--- config.mk ---
export PLATFORM = sky130hd
export DESIGN_NAME = i2c_req_arbiter
export DESIGN_NICKNAME = d
export VERILOG_FILES = /design/src/rtl/i2c_req_arbiter.sv
export SDC_FILE = /design/constraint.sdc
export NUM_CORES = 1
export LEC_CHECK = 0
export ABC_AREA = 1
export ABC_CLOCK_PERIOD_IN_PS = 3400
export CORE_MARGIN = 1
export CORE_UTILIZATION = 41
export DETAILED_ROUTE_END_ITERATION = 16
export PLACE_DENSITY = 0.81
export REMOVE_ABC_BUFFERS = 1
export SKIP_LAST_GASP = 1
export SLEW_MARGIN = 20
export SYNTH_ARGS = -nofsm -noshare
export SYNTH_HDL_FRONTEND = slang
export SYNTH_SLANG_ARGS = --single-unit
export TNS_END_PERCENT = 5
--- constraint.sdc ---
create_clock -name clk -period 3.4 [get_ports clk]
set_input_delay 1.02 -clock clk [delete_from_list [all_inputs] [get_ports clk]]
set_output_delay 1.02 -clock clk [all_outputs]
set_load 0.005 [all_outputs]
--- src/rtl/i2c_req_arbiter.sv ---
// Round-robin arbiter that serialises per-requester I2C transactions onto one controller.
// Optional WAIT watchdog enabled by defining I2C_ARB_TIMEOUT_EN.
module i2c_req_arbiter #(
    parameter int NUM_REQ        = 4,
    parameter int DATA_WIDTH     = 8,
    parameter int ADDRESS_WIDTH  = 7,
    parameter int TIMEOUT_CYCLES = 1024
) (
    input  logic                             clk,
    input  logic                             rst_n,
    input  logic [NUM_REQ-1:0]               req_valid,
    output logic [NUM_REQ-1:0]               req_ready,
    input  logic [NUM_REQ*ADDRESS_WIDTH-1:0] req_addr,
    input  logic [NUM_REQ-1:0]               req_rw,
    input  logic [NUM_REQ*DATA_WIDTH-1:0]    req_wdata,
    output logic [NUM_REQ-1:0]               rsp_valid,
    output logic [DATA_WIDTH-1:0]            rsp_rdata,
    output logic                             rsp_err,
    output logic [$clog2(NUM_REQ)-1:0]       grant_id,
    output logic                             ctrl_start,
    output logic [ADDRESS_WIDTH-1:0]         ctrl_addr,
    output logic                             ctrl_rw,
    output logic [DATA_WIDTH-1:0]            ctrl_wdata,
    input  logic                             ctrl_done,
    input  logic                             ctrl_nack,
    input  logic [DATA_WIDTH-1:0]            ctrl_rdata,
    output logic                             ctrl_abort,
    output logic [1:0]                       dbg_state
);

    localparam int ID_W = $clog2(NUM_REQ);

    // Handshake: a requester holds req_valid with stable addr/rw/wdata; the request is
    // taken on the rising edge where req_ready (only ever in IDLE, one-hot) is high.
    // rsp_valid is a one-cycle strobe to the owner; rsp_err/rsp_rdata are valid with it.
    typedef enum logic [1:0] {
        S_IDLE  = 2'd0,
        S_ISSUE = 2'd1,
        S_WAIT  = 2'd2,
        S_RESP  = 2'd3
    } state_e;

    state_e                    state_q;
    logic [ID_W-1:0]           last_grant_q;
    logic [ID_W-1:0]           grant_q;
    logic [ADDRESS_WIDTH-1:0]  addr_q;
    logic                      rw_q;
    logic [DATA_WIDTH-1:0]     wdata_q;
    logic                      start_q;
    logic [NUM_REQ-1:0]        rsp_valid_q;
    logic                      rsp_err_q;
    logic [DATA_WIDTH-1:0]     rsp_rdata_q;

    logic                      win_found;
    logic [ID_W-1:0]           win_idx;

    // Search begins one past the previous owner so every requester gets a turn.
    always_comb begin
        win_found = 1'b0;
        win_idx   = '0;
        for (int k = 1; k <= NUM_REQ; k++) begin
            logic [ID_W-1:0] cand;
            cand = ID_W'((int'(last_grant_q) + k) % NUM_REQ);
            if (!win_found && req_valid[cand]) begin
                win_found = 1'b1;
                win_idx   = cand;
            end
        end
    end

    always_comb begin
        req_ready = '0;
        if (rst_n && (state_q == S_IDLE) && win_found) begin
            req_ready[win_idx] = 1'b1;
        end
    end

`ifdef I2C_ARB_TIMEOUT_EN
    localparam int CNT_W = $clog2(TIMEOUT_CYCLES + 1);
    logic [CNT_W-1:0] cnt_q;
    logic             abort_q;
    assign ctrl_abort = abort_q;
`else
    logic [31:0] unused_timeout;
    assign unused_timeout = TIMEOUT_CYCLES;
    assign ctrl_abort     = 1'b0;
`endif

    always_ff @(posedge clk) begin
        if (!rst_n) begin
            state_q      <= S_IDLE;
            last_grant_q <= ID_W'(NUM_REQ - 1);
            grant_q      <= '0;
            addr_q       <= '0;
            rw_q         <= 1'b0;
            wdata_q      <= '0;
            start_q      <= 1'b0;
            rsp_valid_q  <= '0;
            rsp_err_q    <= 1'b0;
            rsp_rdata_q  <= '0;
`ifdef I2C_ARB_TIMEOUT_EN
            cnt_q        <= '0;
            abort_q      <= 1'b0;
`endif
        end else begin
            case (state_q)
                S_IDLE: begin
                    if (win_found) begin
                        addr_q       <= req_addr[win_idx*ADDRESS_WIDTH +: ADDRESS_WIDTH];
                        rw_q         <= req_rw[win_idx];
                        wdata_q      <= req_wdata[win_idx*DATA_WIDTH +: DATA_WIDTH];
                        grant_q      <= win_idx;
                        last_grant_q <= win_idx;
                        start_q      <= 1'b1;
                        state_q      <= S_ISSUE;
                    end
                end
                S_ISSUE: begin
                    start_q <= 1'b0;
                    state_q <= S_WAIT;
`ifdef I2C_ARB_TIMEOUT_EN
                    cnt_q   <= '0;
`endif
                end
                S_WAIT: begin
                    // A done arriving on the timeout cycle still completes normally.
                    if (ctrl_done) begin
                        rsp_valid_q[grant_q] <= 1'b1;
                        rsp_err_q            <= ctrl_nack;
                        rsp_rdata_q          <= (rw_q && !ctrl_nack) ? ctrl_rdata : '0;
                        state_q              <= S_RESP;
                    end
`ifdef I2C_ARB_TIMEOUT_EN
                    else if (cnt_q == CNT_W'(TIMEOUT_CYCLES - 1)) begin
                        rsp_valid_q[grant_q] <= 1'b1;
                        rsp_err_q            <= 1'b1;
                        rsp_rdata_q          <= '0;
                        abort_q              <= 1'b1;
                        state_q              <= S_RESP;
                    end else begin
                        cnt_q <= cnt_q + 1'b1;
                    end
`endif
                end
                S_RESP: begin
                    rsp_valid_q <= '0;
                    rsp_err_q   <= 1'b0;
                    rsp_rdata_q <= '0;
`ifdef I2C_ARB_TIMEOUT_EN
                    abort_q     <= 1'b0;
`endif
                    state_q     <= S_IDLE;
                end
                default: state_q <= S_IDLE;
            endcase
        end
    end

    assign rsp_valid  = rsp_valid_q;
    assign rsp_err    = rsp_err_q;
    assign rsp_rdata  = rsp_rdata_q;
    assign grant_id   = grant_q;
    assign ctrl_start = start_q;
    assign ctrl_addr  = addr_q;
    assign ctrl_rw    = rw_q;
    assign ctrl_wdata = wdata_q;
    assign dbg_state  = state_q;

endmodule

==> results of run 1 <==
-- sequential cells by signal, indices dropped and copies added (netlist names) --
signal and flops:
ctrl_wdata 8, rsp_rdata 8, dbg_state 2, ctrl_start 1, rsp_err 1, grant_id 2
ctrl_addr 7, ctrl_rw 1, last_grant_q 2, rsp_valid 4
-- report_power, final --
part	total (mW)	leakage (nW)	internal, mW	switching (mW)
Combinational	2.58	1.51	1.08	1.50
Sequential	0.681	0.297	0.572	0.109
Clock	0.406	0.0645	0.259	0.147
-- final cells by class --
class	count	area (um2)
fill	498	1730
multi-input combinational	309	1490
timing repair buffer	136	1280
sequential	36	721
inverter	34	133
clock buffer	7	96.3
tap	72	90.1
clock inverter	1	30.0
-- cell families after synthesis --
kind of cell / Yosys count / synth area share
AND/OR/NAND/NOR: 269 / 0.477
AO/OA/AOI/OAI: 34 / 0.0794
adder cells (fa/ha/maj): 5 / 0.0259
flip-flops: 36 / 0.299
other: 1 / 0.00156
buffers and inverters: 54 / 0.117
-- layer usage --
layer / part of all wire / up-vias / global-route usage
met2: 0.52 / 93 / 0.450
li1: - / 1500 / -
met1: 0.40 / 1336 / 0.266
met4: 0.032 / 0 / 0.117
met5: 0 / - / 0
met3: 0.049 / 24 / 0.0419
-- layout by cell type (no fill, tap or decap), types with 5 or more instances in the layout --
master,n
a21oi_1,15
buf_4,19
clkbuf_8,7
clkdlybuf4s50_1,109
dfxtp_1,36
ha_1,5
inv_1,27
nand2_1,136
nand2_2,21
nand3_1,50
nor2_1,37
nor2_2,11
o21ai_0,8
-- repair_timing --
item / in CTS / in global routing
setup endpoints to repair: 4 / 4
resized for setup: 35 / 21
pin swaps: 10 / 16
setup buffers: 4 / 3
hold buffers: 0 / 0
gates cloned: 0 / 0
-- worst max-delay path: cells and delay by family --
kind                   cells  cell delay [ns]
and+or+nand+nor            7             0.64
buffers and inverters      4             0.49
AOI/OAI and AO/OA          1             0.14
-- worst max path at each step --
stage / cells past startpoint / endpoint / slack, ns
final: 12 / req_ready[0] / 0.09
after global routing: 13 / req_ready[0] / -0.004
after CTS: 13 / req_ready[2] / 0.01
after detailed placement: 12 / req_ready[2] / -0.65
after global placement: 12 / req_ready[2] / -0.57
after floorplan: 10 / req_ready[2] / 0.06
-- stage by stage --
| stage | instances | area (um2) | utilization |
|---|---|---|---|
| after floorplan | 379 | 2260 | - |
| after global placement | 580 | 3610 | 0.648 |
| after detailed placement | 580 | 3610 | 0.648 |
| after CTS | 592 | 3790 | 0.680 |
| after global routing | 595 | 3840 | 0.689 |
| final | 595 | 3840 | 0.689 |
==> flow_summary.toml, run 1 <==
[synthesis]
synthArstFlopShare = 0
yosys_warnings = 0
yosysSeqAreaShare = 0.299
synth.distinct_cells = 30
synth_most_common_cell = "nand2_1"
syn-instance-count = 399
synth_area_leaders = "dfxtp_1, nand2_1, nand3_1"
synth_common_cells = "nand2_1, nand3_1, nor2_1, dfxtp_1, inv_1"
avgSynthCellArea_um2 = 6.04
synth_ff_type = "dfxtp_1"
ys_ff_latch = 36
synth_edf_count = 0
synth_top_area_share = 0.299
synth_area_um2 = 2410
synth_top_area_cell = "dfxtp_1"

[min_path]
min_path_cells = 2
hp-start = "rsp_valid[1]"
hp-class = "reg2reg"
holdPathEnd = "rsp_valid[1]"

[worst_setup_path]
rr_endpoint = "ctrl_wdata[4]"
cp_common_cell = "nand2_2"
cp-end-kind = "output pin"
critPathMaxFanout = 4
slowest_stage = "clkdlybuf4s15_1"
cp.arrival_ns = 2.29
startpoint = "req_valid[1]"
worst-r2r-cell-count = 17
r2r-start = "last_grant_q[0]"
crit_chain = "clkdlybuf4s15_1, nand2_1, nand2_2, nand2_2, nand2_2, buf_4, a21oi_2, nand2_2, nand2_4, inv_4, nor3_2, buf_2"
start_kind = "input pin"
crit_type = "in2out"
regToRegSetupSlack_ns = 1.03
cp.required_ns = 2.38
critPathMaxStageDelay_ns = 0.18

[cts]
cts_tree = "built"
clock_sinks = 36
clkTransAtPathRegs_ns = 0.07
cts_made_buffers = 5
htree_num_levels = 2
clk_path_buf_depth = 2
root_buffer = "clkbuf_8"
clkLatencyLatePin_ns = 0.29

[drt]
first_iter_violations = 168
drt-total-wl_mm = 7.39
final_antenna_net_count = 0
drc = 0
wl_per_cell_um = 12.4
dr.pass1.iters = 4
via_per_inst = 4.96
via_count = 2953

[sta]
tightest_slew_ns = 0.703
max_freq_mhz = 302
post-route-min-period_ns = 3.31
hold_slack_ns = 0.480
tns_ns = 0
fin_ws_ns = 0.0879
slew_violations = 0
relSlewSlack = 0.527
fin_skew_ns = 0.00596
setup_viol = 0
hold_viol_final = 0
finalCritPeriodShare = 0.974

[die]
boundaryPins = 119
dieArea_um2 = 6190
initial_core_util = 0.433
core.rowCount = 27
die_width_um = 78.7
fp.coreArea_um2 = 5570
die_y_um = 78.7

[final_layout]
antennaDiodeCount = 0
drive_gt1_frac = 0.163
syn2layout_area_growth_pct = 59.4
final_nets = 607

[grt]
grt_pass1_vias = 2758
antenna_found_initial = 0
grt_pass1_wl_mm = 12.1
grt-ovfl-total = 0
grt_usage = 0.244
grt_max_degree = 37

[placement]
hpwl_mm = 5.31
portBuffers = 117
place_congestion = 0.780
pre_cts_ws_ns = -0.647

[outcome]
status = "finished clean"

[pwr]
ir_drop_v = 0.00111
p_total_mw = 3.67
p_leak_nw = 1.87
power_density_nw_per_um2 = 955

[run]
max_cap_viol_count = 0
Power figures use the tool's default switching activity.
==> run 2, diff against run 1 <==
Settings changed: CELL_PAD_IN_SITES_DETAIL_PLACEMENT set to 0, CELL_PAD_IN_SITES_GLOBAL_PLACEMENT set to 2, CORE_UTILIZATION 41 to 19, PLACE_DENSITY 0.81 to unset, PLACE_DENSITY_LB_ADDON set to 0.1, REMOVE_ABC_BUFFERS 1 to unset.
==> flow_summary.toml, run 2 (synthesized netlist as in run 1, its figures left out) <==
[drt]
drt-total-wl_mm = 9.16
drc = 0
final_antenna_net_count = 0
via_per_inst = 4.15
first_iter_violations = 90
dr.pass1.iters = 4
via_count = 2891
wl_per_cell_um = 13.2

[grt]
grtUsageMet1 = 0.180
grt_max_degree = 37
use_met2 = 0.246
grt_usage = 0.145
grt_pass1_wl_mm = 14.7
grt-ovfl-total = 0
grt_pass1_vias = 2848
antenna_found_initial = 0
busiest_layer = "met2"
grt_use_met3 = 0.0445

[worst_setup_path]
crit_end = "req_ready[1]"
regToRegSetupSlack_ns = 1.10
cp.arrival_ns = 2.23
critPathMaxFanout = 4
cp-end-kind = "output pin"
start_kind = "input pin"
cp.required_ns = 2.38
rr_endpoint = "ctrl_wdata[5]"
startpoint = "req_valid[2]"
worst-r2r-cell-count = 16
r2r-start = "last_grant_q[0]"
crit_type = "in2out"

[cts]
clk_path_buf_depth = 2
clock_sinks = 36
htree_num_levels = 2
root_buffer = "clkbuf_16"
hold_buffers = 0
cts_made_buffers = 5
clkLatencyLatePin_ns = 0.28
cts_tree = "built"
clkTransAtPathRegs_ns = 0.06

[sta]
rsz0062_at_grt = "no"
tns_ns = 0
post-route-min-period_ns = 3.25
fin_skew_ns = 0.00409
fin_ws_ns = 0.151
finalCritPeriodShare = 0.956
hold_viol_final = 0
setup_viol = 0
slew_violations = 0
max_freq_mhz = 308

[placement]
hpwl_mm = 6.79
pre_cts_ws_ns = -0.636
place_congestion = 0.746
dpl.cell_count = 677
portBuffers = 117

[die]
initial_core_util = 0.197
dieArea_um2 = 13100
core.rowCount = 40
boundaryPins = 119
die_width_um = 115
die_y_um = 115
fp.coreArea_um2 = 12200

[pwr]
p_total_mw = 3.89
ir_drop_v = 0.000473
p_leak_nw = 1.90
power_density_nw_per_um2 = 969

[final_layout]
syn2layout_area_growth_pct = 66.4
fillers = 1407
antennaDiodeCount = 0
drive_gt1_frac = 0.161
final_common_cell = "nand2_1"
layout.cells.non_filler = 696
final_cell_mix = "nand2_1, clkdlybuf4s50_1, nand3_1, nor2_1, dfxtp_1"
final_nets = 612

[min_path]
hp-class = "reg2reg"
min_path_cells = 2

[run]
max_cap_viol_count = 0

[outcome]
status = "finished clean"

[synthesis]
syn-num-nets = 484
## run 2: power by group
part | leakage [nW] | switching, mW | internal (mW)
Clock | 0.0701 | 0.173 | 0.292
Combinational | 1.53 | 1.63 | 1.11
Sequential | 0.297 | 0.110 | 0.573
## run 2: timing repair
item | in CTS | in global routing
setup buffers | 6 | 5
gates resized for setup | 30 | 24
endpoints found under the setup margin | 4 | 4
pin swaps | 11 | 18
## run 2: worst min-delay path by stage
stage,to,from
after floorplan,rsp_valid[0],rsp_valid[0]
after global placement,rsp_valid[3],rsp_valid[3]
after detailed placement,rsp_valid[3],rsp_valid[3]
after CTS,rsp_valid[3],rsp_valid[3]
after global routing,rsp_valid[2],rsp_valid[2]
final,rsp_valid[3],rsp_valid[3]
## run 2: worst max-delay path, cell delays in order
cell and delay (ns):
clkbuf_2 0.09, nand2_1 0.07, nand2_2 0.09, nand2_2 0.09, nand2_4 0.06, nor2_4 0.13
nand3_2 0.11, nand2_4 0.10, nand2_4 0.07, buf_6 0.11, nor3_2 0.15, buf_2 0.13
## run 2: area by class of cell
cell class | count | area [um2] | area share
flip-flops and latches | 36 | 721 | 0.180
clock buffers | 7 | 143 | 0.0355
clock inverters | 1 | 7.51 | 0.00187
repair buffers | 141 | 1320 | 0.328
well taps | 168 | 210 | 0.0524
multi-input cells | 309 | 1490 | 0.370
inverters | 34 | 130 | 0.0324
## run 2: layer usage
layer | vias up | routed length, um
met5 | - | 0
met4 | 0 | 110
met3 | 8 | 578
met2 | 80 | 4330
met1 | 1296 | 4150
li1 | 1507 | -
## run 2: stage by stage
| step | hold WS [ns] | cell area [um2] | util |
|---|---|---|---|
| after floorplan | 0.461 | 2410 | - |
| after global placement | 0.446 | 3740 | 0.306 |
| after detailed placement | 0.456 | 3740 | 0.306 |
| after CTS | 0.471 | 3950 | 0.323 |
| after global routing | 0.495 | 4010 | 0.329 |
| final | 0.463 | 4010 | 0.329 |
==> run 3, diff against run 2 <==
Settings changed: CORE_UTILIZATION 19 to 30, DONT_BUFFER_PORTS set to 1.
==> flow_summary.toml, run 3 (synthesized netlist as in run 1, its figures left out) <==
[pwr]
p_int_mw = 1.42
p_total_mw = 3.05
p_comb_frac = 0.640
switching_share = 0.535
seq_power_share = 0.236
clkPwrFrac = 0.124
p_leak_nw = 1.32
power_density_nw_per_um2 = 1200
ir_drop_v = 0.000340
p_switching_mw = 1.63

[die]
dieArea_um2 = 8400
fp.coreArea_um2 = 7770
die_width_um = 91.7
initial_core_util = 0.310
die_y_um = 91.7
boundaryPins = 119
core.rowCount = 32

[cts]
clkTransAtPathRegs_ns = 0.07
cts_tree = "built"
clkLatencyLatePin_ns = 0.29
cts_resized = 0
clock_sinks = 36
clk_path_buf_depth = 2
cts_setup_buffers = 0
root_buffer = "clkbuf_8"
cts_made_buffers = 5
hold_buffers = 0
htree_num_levels = 2

[synthesis]
syn-num-nets = 484

[worst_setup_path]
critPathMaxFanout = 4
start_kind = "input pin"
cp-end-kind = "output pin"
regToRegSetupSlack_ns = 1.14
crit_type = "in2out"
cp.required_ns = 2.38
startpoint = "req_valid[3]"
worst-r2r-cell-count = 16
r2r-start = "last_grant_q[0]"
cp.arrival_ns = 2.18
rr_endpoint = "ctrl_wdata[3]"

[drt]
dr.pass1.iters = 6
first_iter_violations = 95
final_antenna_net_count = 0
via_count = 2333
drt-total-wl_mm = 6.86
via_per_inst = 4.71
drc = 0
wl_per_cell_um = 13.9

[sta]
tightest_slew_ns = 0.851
tns_ns = 0
setup_viol = 0
post-route-min-period_ns = 3.20
hold_viol_final = 0
max_freq_mhz = 313
rsz0062_at_grt = "no"
relSlewSlack = 0.428
finalCritPeriodShare = 0.941
fin_skew_ns = 0.00676
slew_violations = 0

[grt]
grt_pass1_vias = 2153
grt_max_degree = 37
grt_pass1_wl_mm = 10.8
antenna_found_initial = 0
grt-ovfl-total = 0
grt_usage = 0.164

[min_path]
hp-class = "reg2reg"
hp-start = "rsp_valid[3]"
holdPathEnd = "rsp_valid[3]"
min_path_cells = 2

[final_layout]
final_common_cell = "nand2_1"
fillers = 899
final_cell_mix = "nand2_1, nand3_1, nor2_1, dfxtp_1, inv_1"
design_area_um2 = 2540
drive_gt1_frac = 0.0967
final_nets = 477
antennaDiodeCount = 0
syn2layout_area_growth_pct = 5.29

[placement]
portBuffers = 0
place_congestion = 0.779
hpwl_mm = 5.14
dpl_cell_area_um2 = 2430

[outcome]
status = "finished clean"

[run]
max_cap_viol_count = 0
-- run 3: cell type report --
class | instances | area [um2] | share of cell area
clock inverters | 2 | 35.0 | 0.0138
flip-flops and latches | 36 | 721 | 0.284
clock buffers | 6 | 72.6 | 0.0286
well taps | 102 | 128 | 0.0503
inverters | 34 | 130 | 0.0513
repair buffers | 6 | 45.0 | 0.0177
multi-input cells | 309 | 1410 | 0.554
-- run 3: per-stage QoR --
stage | instances | utilization | hold WS [ns] | setup WS (ns)
after floorplan | 399 | - | 0.461 | 0.261
after global placement | 487 | 0.313 | 0.477 | 0.180
after detailed placement | 487 | 0.313 | 0.492 | 0.170
after CTS | 495 | 0.327 | 0.511 | 0.160
after global routing | 495 | 0.327 | 0.556 | 0.0660
final | 495 | 0.327 | 0.505 | 0.201
-- run 3: worst max-delay path: stages --
cell and delay, ns:
nand2_1 0.06, nand2_1 0.07, nand2_1 0.08, nand2_1 0.09, nor2_4 0.15, nand2_1 0.06, nor2_1 0.18, inv_1 0.08
nand2_2 0.12, inv_4 0.04, nand2_1 0.14, nor3_1 0.09
-- run 3: worst max path at each step --
stage                        end  slack, ns
global route        req_ready[0]       0.07
CTS                 req_ready[0]       0.16
floorplan           req_ready[0]       0.26
detailed placement  req_ready[0]       0.17
global placement    req_ready[0]       0.18
finish              req_ready[0]       0.20
-- run 3: routing by layer --
metal  track usage  wire length, um  share of wire
met5             0                0              0
met1         0.210             3260           0.47
met3        0.0406              379          0.055
met2         0.279             3200           0.47
met4        0.0357               23         0.0034
-- run 3: power by group through the flow --
stage / sequential (mW) / combinational [mW] / clock (mW)
3_3_place_gp: 0.733 / 1.98 / 0
3_5_place_dp: 0.733 / 1.98 / 0
5_1_grt: 0.738 / 2.27 / 0.409
2_1_floorplan: 0.676 / 1.73 / 0
6_report: 0.719 / 1.95 / 0.378
4_1_cts: 0.723 / 1.99 / 0.388
